`config.mk`:
```
export PLATFORM = sky130hd
export DESIGN_NAME = eqn_reduce_qual
export DESIGN_NICKNAME = d
export VERILOG_FILES = /design/src/rtl/eqn_reduce_qual.sv
export SDC_FILE = /design/constraint.sdc
export NUM_CORES = 1
export LEC_CHECK = 0
export ABC_AREA = 1
export CAP_MARGIN = 20
export CORE_UTILIZATION = 56
export DETAILED_ROUTE_END_ITERATION = 8
export MAX_ROUTING_LAYER = met4
export PLACE_DENSITY = 0.77
export SETUP_SLACK_MARGIN = 0.15
export SLEW_MARGIN = 10
export SYNTH_ARGS = -nofsm -noshare
export SYNTH_HDL_FRONTEND = slang
export SYNTH_SLANG_ARGS = --single-unit
```
`constraint.sdc`:
```
create_clock -name clk_i -period 1.9 [get_ports clk_i]
set_clock_uncertainty 0.05 [all_clocks]
set_input_delay 0.38 -clock clk_i [delete_from_list [all_inputs] [get_ports clk_i]]
set_output_delay 0.38 -clock clk_i [all_outputs]
set_load 0.1 [all_outputs]
```
`src/rtl/eqn_reduce_qual.sv`:
```
// Purpose : reduce in_i with OR/AND/XOR and qualify it over QUAL_CYC cycles; stretch the result by HOLD_CYC or latch it (sticky).
// Latency : yo rises on the edge that takes the QUAL_CYC-th consecutive true sample; rise_o/fall_o rise on the same edge as the yo change.
// Backpressure: none; the block samples its inputs every cycle and cannot stall.
//
// Ports:
//   clk_i    - clock, rising edge
//   rst_ni   - asynchronous active-low reset
//   en_i     - enable; 0 forces the condition false
//   clr_i    - synchronous clear; overrides everything except reset
//   sticky_i - when 1, yo stays latched in ACTIVE until clr_i
//   in_i     - input vector, synchronous to clk_i
//   yo       - qualified, stretched condition (registered)
//   rise_o   - one-cycle pulse on the cycle yo goes 0->1 (registered)
//   fall_o   - one-cycle pulse on the cycle yo goes 1->0 (registered)
module eqn_reduce_qual #(
  parameter int N_IN     = 2,
  parameter int MODE     = 0,
  parameter int QUAL_CYC = 1,
  parameter int HOLD_CYC = 0,
  parameter int CNT_W    = 8
) (
  input  logic            clk_i,
  input  logic            rst_ni,
  input  logic            en_i,
  input  logic            clr_i,
  input  logic            sticky_i,
  input  logic [N_IN-1:0] in_i,
  output logic            yo,
  output logic            rise_o,
  output logic            fall_o
);

  // Parameter legality checks, resolved at elaboration.
  if (N_IN < 1) begin : g_bad_n_in
    $error("eqn_reduce_qual: N_IN must be >= 1");
  end
  if (MODE < 0 || MODE > 2) begin : g_bad_mode
    $error("eqn_reduce_qual: MODE must be 0 (OR), 1 (AND) or 2 (XOR)");
  end
  if (QUAL_CYC < 1 || QUAL_CYC > (1 << CNT_W) - 1) begin : g_bad_qual
    $error("eqn_reduce_qual: QUAL_CYC out of range for CNT_W");
  end
  if (HOLD_CYC < 0 || HOLD_CYC > (1 << CNT_W) - 1) begin : g_bad_hold
    $error("eqn_reduce_qual: HOLD_CYC out of range for CNT_W");
  end

  localparam logic [CNT_W-1:0] QUAL_LAST = CNT_W'(QUAL_CYC - 1);
  // HOLD is entered on the first false sample, so that sample already
  // accounts for one of the HOLD_CYC stretched cycles.
  localparam logic [CNT_W-1:0] HOLD_INIT = CNT_W'((HOLD_CYC > 0) ? HOLD_CYC - 1 : 0);

  typedef enum logic [1:0] {
    S_IDLE   = 2'd0,
    S_QUAL   = 2'd1,
    S_ACTIVE = 2'd2,
    S_HOLD   = 2'd3
  } state_t;

  state_t           state_q, state_d;
  logic [CNT_W-1:0] qcnt_q, qcnt_d;
  logic [CNT_W-1:0] hcnt_q, hcnt_d;
  logic             red;
  logic             cond;
  logic             yo_d;

  assign red  = (MODE == 0) ? (|in_i) :
                (MODE == 1) ? (&in_i) : (^in_i);
  assign cond = en_i & red;

  // State and counter registers.
  always_ff @(posedge clk_i or negedge rst_ni) begin
    if (!rst_ni) begin
      state_q <= S_IDLE;
      qcnt_q  <= '0;
      hcnt_q  <= '0;
    end else begin
      state_q <= state_d;
      qcnt_q  <= qcnt_d;
      hcnt_q  <= hcnt_d;
    end
  end

  // Next-state and counter logic.
  always_comb begin
    state_d = state_q;
    qcnt_d  = qcnt_q;
    hcnt_d  = hcnt_q;
    if (clr_i) begin
      state_d = S_IDLE;
      qcnt_d  = '0;
      hcnt_d  = '0;
    end else begin
      case (state_q)
        S_IDLE: begin
          if (cond) begin
            if (QUAL_CYC == 1) begin
              state_d = S_ACTIVE;
            end else begin
              state_d = S_QUAL;
              qcnt_d  = CNT_W'(1);
            end
          end
        end
        S_QUAL: begin
          if (!cond) begin
            // A broken run earns no partial credit.
            state_d = S_IDLE;
            qcnt_d  = '0;
          end else if (qcnt_q == QUAL_LAST) begin
            state_d = S_ACTIVE;
            qcnt_d  = '0;
          end else begin
            qcnt_d = qcnt_q + CNT_W'(1);
          end
        end
        S_ACTIVE: begin
          if (!cond && !sticky_i) begin
            if (HOLD_CYC == 0) begin
              state_d = S_IDLE;
            end else begin
              state_d = S_HOLD;
              hcnt_d  = HOLD_INIT;
            end
          end
        end
        S_HOLD: begin
          if (cond) begin
            // Retrigger straight back to ACTIVE, no requalification.
            state_d = S_ACTIVE;
            hcnt_d  = '0;
          end else if (hcnt_q == '0) begin
            state_d = S_IDLE;
          end else begin
            hcnt_d = hcnt_q - CNT_W'(1);
          end
        end
        default: begin
          state_d = S_IDLE;
          qcnt_d  = '0;
          hcnt_d  = '0;
        end
      endcase
    end
  end

  // Output decode of the next state.
  always_comb begin
    yo_d = (state_d == S_ACTIVE) || (state_d == S_HOLD);
  end

  // Registered outputs; edges are detected against the current yo.
  always_ff @(posedge clk_i or negedge rst_ni) begin
    if (!rst_ni) begin
      yo     <= 1'b0;
      rise_o <= 1'b0;
      fall_o <= 1'b0;
    end else begin
      yo     <= yo_d;
      rise_o <= yo_d & ~yo;
      fall_o <= ~yo_d & yo;
    end
  end

endmodule

```
# Yosys cells after proc, flatten, opt, wreduce, memory -nomap -nowiden
# Index checks and enable logic that the tools add are counted.
# Widths: inputs -> output; s select.
# totals
ff_bits	21
input_bits	7
out_inout_bits	3
# classes
n_addsub	2
eq_ne	6
n_mux	16
n_bitwise	5
reduce_logical	11
# op_table
op	n
$mux 8	8
$logic_not 8->1	2
$mux 2	7
$add 8x1->8 const B	1
$eq 2x2->1 const B	4
$pmux 2 s4	1
$sub 8x1->8 const B	1
$reduce_bool 2->1	2
$and 1x1->1	3
$ne 3x3->1 const B	1
$eq 2x1->1 const B	1
$logic_not 1->1	2
$logic_not 2->1	1
$not 1->1	2
$reduce_and 2->1	1
$reduce_or 2->1	1
$logic_and 1x1->1	1
$logic_or 1x1->1	1

# Longest topological paths before layout
# logic_depth
word_depth	11
mapped_depth	10

# Least setup slack after synthesis
# No wires, ideal clock.
# synth_path
path_type	reg-to-reg
startpoint	register hcnt_q[0]
endpoint	register rise_o
setup_time_ps	159
arrival_time_ps	1302
t_required_ps	1691
setup_slack_ps	390
path_stages_with_launch	10
cell_sequence	dfrtp_1 > inv_1 > ha_1 > nand3_1 > nor2_2 > nor2_2 > nor2_4 > nand2_2 > nand2_2 > nor2_1
# synth_between
elab_chain_cells	8
# synth_lines
item	line_no	source
start: declaration	61	logic [CNT_W-1:0] hcnt_q, hcnt_d;
start signal: assignment	79	hcnt_q <= hcnt_d;
$logic_not 8->1 *	131	end else if (hcnt_q == '0) begin
$mux 2 *	131	
$mux 2 *	127	if (cond) begin
$pmux 2 s4 *	93	case (state_q)
$mux 2 *	88	if (clr_i) begin
$eq 2x2->1	148	yo_d = (state_d == S_ACTIVE) || (state_d == S_HOLD);
$logic_or 1x1->1 *	148	
$and 1x1->1 *	159	rise_o <= yo_d & ~yo;
end signal: assignment	159	
end: declaration	29	output logic rise_o,
# Mark *: on every way between the ends. The rest lies on a longest branch, timed or not.
# A chain may end at the register's enable or synchronous reset.

# Final worst setup path
# layout_path
startpoint	input port in_i[1]
endpoint	register qcnt_q[7]
# layout_between
elab_chain_cells	5
# layout_lines
item	line_no	source
start: declaration	27	input logic [N_IN-1:0] in_i,
$reduce_or 2->1	66	assign red = (MODE == 0) ? (|in_i) :
$and 1x1->1	68	assign cond = en_i & red;
$mux 8	105	if (!cond) begin
$mux 8	93	
$mux 8	88	
end signal: assignment	78	qcnt_q <= qcnt_d;
end: declaration	60	logic [CNT_W-1:0] qcnt_q, qcnt_d;
# Every way passes these cells. The select of a mux whose other input is x is not followed.

==> results by group <==
Clock network
  – Setup Fix Bufs, Post-CTS: 0
  – Root buf cell: clkbuf_4
  – Worst-path clk slew: roughly 0.13 ns
  – Clock Tree Buf Depth: 2
  – PostCTS Resize Cnt: 0
  – Clock Sinks: 21
  – Hold Buf Count CTS: 0
  – CTS tree: done
  – H-tree levels: 1
  – Inserted Clock Buffers: 3
  – Clk Latency, worst-skew pair: roughly 0.32 ns

Drt
  – Routed Antenna Nets: 0
  – DRT iter0 DRCs: 36
  – Via count: 1139
  – First-pass detailed-route iteration total: 4
  – Drt total wl: 2.72 mm
  – DRC violations left: 0
  – Avg WL per Cell: 13.0 um
  – Vias per cell: roughly 5.4

Power and ir drop
  – Power density over cell area: 575 nW/um^2
  – VDD IR-drop max: 523 uV
  – LEAKAGE: ~0.00075 uW

Place
  – Port Buffer Count: 9
  – Post-DP HPWL: slightly above 2 mm
  – Dpl ws: 0.00142 ns
  – Final GP Congestion: 0.908

GRT
  – Vias in the first global route: between 1000 and 1500
  – Total gr overflow: 0
  – Tot GR Track Use: 0.281
  – First-pass GRT wire length: 4.98 mm
  – Largest net degree at the start of global routing: 22
  – Initial antenna violation count: 0

Critical path
  – WP buf/inv: 3
  – Worst path slowest cell: clkdlybuf4s50_1
  – Startpoint types: input port
  – Critical Path End: qcnt_q[7]$_DFFE_PN0P_
  – CP Class: input port to register
  – Crit-path max cell delay: around 0.47 ns
  – Worst Setup End Kind: register
  – Depth of the most critical reg-to-reg path: 9
  – Crit-path cells: clkdlybuf4s50_1, inv_1, nand2_1, nand2_2, inv_1, nand4_2, o22ai_1
  – Worst Path Required: between 2 and 2.5 ns
  – Critical Path AT: 1.79 ns
  – Worst Setup SP: in_i[1]
  – Crit-path max FO: 9
  – Family with the most delay on the worst path: buffers and inverters
  – Top cell by count, worst path: inv_1
  – RR Endpoint: rise_o$_DFF_PN0_
  – Levels on crit path: 7
  – RR Startpoint: hcnt_q[0]$_DFFE_PN0P_
  – Reg-to-reg setup timing slack: between 0.3 and 0.4 ns

Floorplanning
  – Total I/O pin count: 10
  – Die width: 49.2 um
  – Row Count: 16
  – Initial Util: 0.618
  – DIE HEIGHT: slightly below 50 um
  – Core Region: 2020 sq um
  – Die area: about 2400 sq um

Timing
  – Worst slew pin tran: 0.331 ns
  – Setup TNS: 0 ns
  – Final hold vios: 0
  – Worst setup margin: a little over 0.3 ns
  – Max frequency: roughly 0.63 GHz
  – Final period util: 0.838
  – Final Max Slew Viols: 0
  – Endpoints failing setup: 0
  – Max transition margin: 0.778
  – Post-layout minimum cycle time: roughly 1.6 ns
  – RSZ-0062 raised after global routing: false

Cells and area
  – Commonest non-fill, non-tap cells in the layout: nand2_1, inv_1, nor2_1
  – Final #Nets: ~190
  – Register area: between 500 and 600 sq um
  – Most common cell after layout, fill and taps aside: nand2_1
  – Layout area overhead: 15.3%
  – Diodes inserted: 0
  – Filler cells: ~160
  – Multi-input logic area: approximately 610 sq um
  – Layout cells sized above 1: 0.143

Synth
  – Post-synthesis register bit count: 21
  – Avg Synthesized Cell Area: roughly 7.5 sq um
  – Ys Warns: 0
  – Netlist Area Pre-Place: 1250 sq um
  – Sequential share of the synthesized area: 0.421
  – Post-synthesis cell type count: 22
  – Syn Nets: 176
  – Post-synthesis cell count: approximately 170

Worst hold path
  – HP Class: input port to asynchronous set/reset pin

Flow run
  – Max cap viols: 0

Status
  – Status: completed
-- metal layers --
metal	vias to the layer above	part of all wire	global-route usage
met3	9	0.057	0.0280
met4	0	0.025	0.147
li1	556	-	-
met5	-	0	-
met1	529	0.42	0.332
met2	45	0.49	0.470
-- area by class of cell --
class | instances | share of cell area
well taps | 27 | 0.0235
repair buffers | 12 | 0.0904
flip-flops and latches | 21 | 0.365
clock inverters | 1 | 0.00348
clock buffers | 3 | 0.0156
multi-input cells | 116 | 0.427
inverters | 29 | 0.0756
-- cell usage after synthesis, drive strengths merged --
library cell   n  share of area
a21oi          3          0.018
a31oi          1         0.0050
dfrtp         21           0.42
ha             3          0.030
inv           29          0.087
nand2         43           0.14
nand3         14          0.056
nand4          2          0.015
nor2          28           0.10
nor3           2         0.0080
o21ai          7          0.037
o22ai          7          0.035
xnor2          1         0.0070
xor2           5          0.035
-- report_power, final --
part	internal [uW]	switching, uW	leakage, uW	total, uW
registers	456	7.55	0.000289	464
clock network	79.0	151	0.0000177	230
logic	44.8	89.0	0.000447	134
total	580	248	0.000754	827
-- stage by stage --
stage	hold WS [ns]	total power (uW)	util	instance area, sq um	std cells
2_1_floorplan	0.0344	548	-	1250	166
3_3_place_gp	0.414	603	0.699	1410	205
3_5_place_dp	0.423	604	0.699	1410	205
4_1_cts	0.338	834	0.712	1440	209
5_1_grt	0.362	857	0.712	1440	209
6_report	0.330	827	0.712	1440	209
-- flip-flops by register name (all words and copies together), names as in the netlist --
name / count
state_q: 2
fall_o: 1
hcnt_q: 8
qcnt_q: 8
rise_o: 1
yo: 1
-- logic make-up (layout without fill, tap and decap cells) --
group	Yosys count	in the layout	share of synthesized area
xor+xnor	6	6	0.0421
simple gates	89	89	0.325
compound gates	18	18	0.0952
flops	21	21	0.421
fa+ha+maj	3	3	0.0301
buf+inv	29	45	0.0872
-- worst min-delay path by stage --
stage	cells past startpoint	slack [ns]	startpoint	to
6_report	2	0.33	rst_ni	qcnt_q[5]$_DFFE_PN0P_
5_1_grt	2	0.36	rst_ni	qcnt_q[7]$_DFFE_PN0P_
4_1_cts	2	0.34	rst_ni	qcnt_q[5]$_DFFE_PN0P_
3_5_place_dp	2	0.42	hcnt_q[0]$_DFFE_PN0P_	hcnt_q[0]$_DFFE_PN0P_
3_3_place_gp	2	0.41	hcnt_q[0]$_DFFE_PN0P_	hcnt_q[0]$_DFFE_PN0P_
2_1_floorplan	0	0.03	rst_ni	fall_o$_DFF_PN0_
Note: power is estimated with default switching activity, not from simulation.
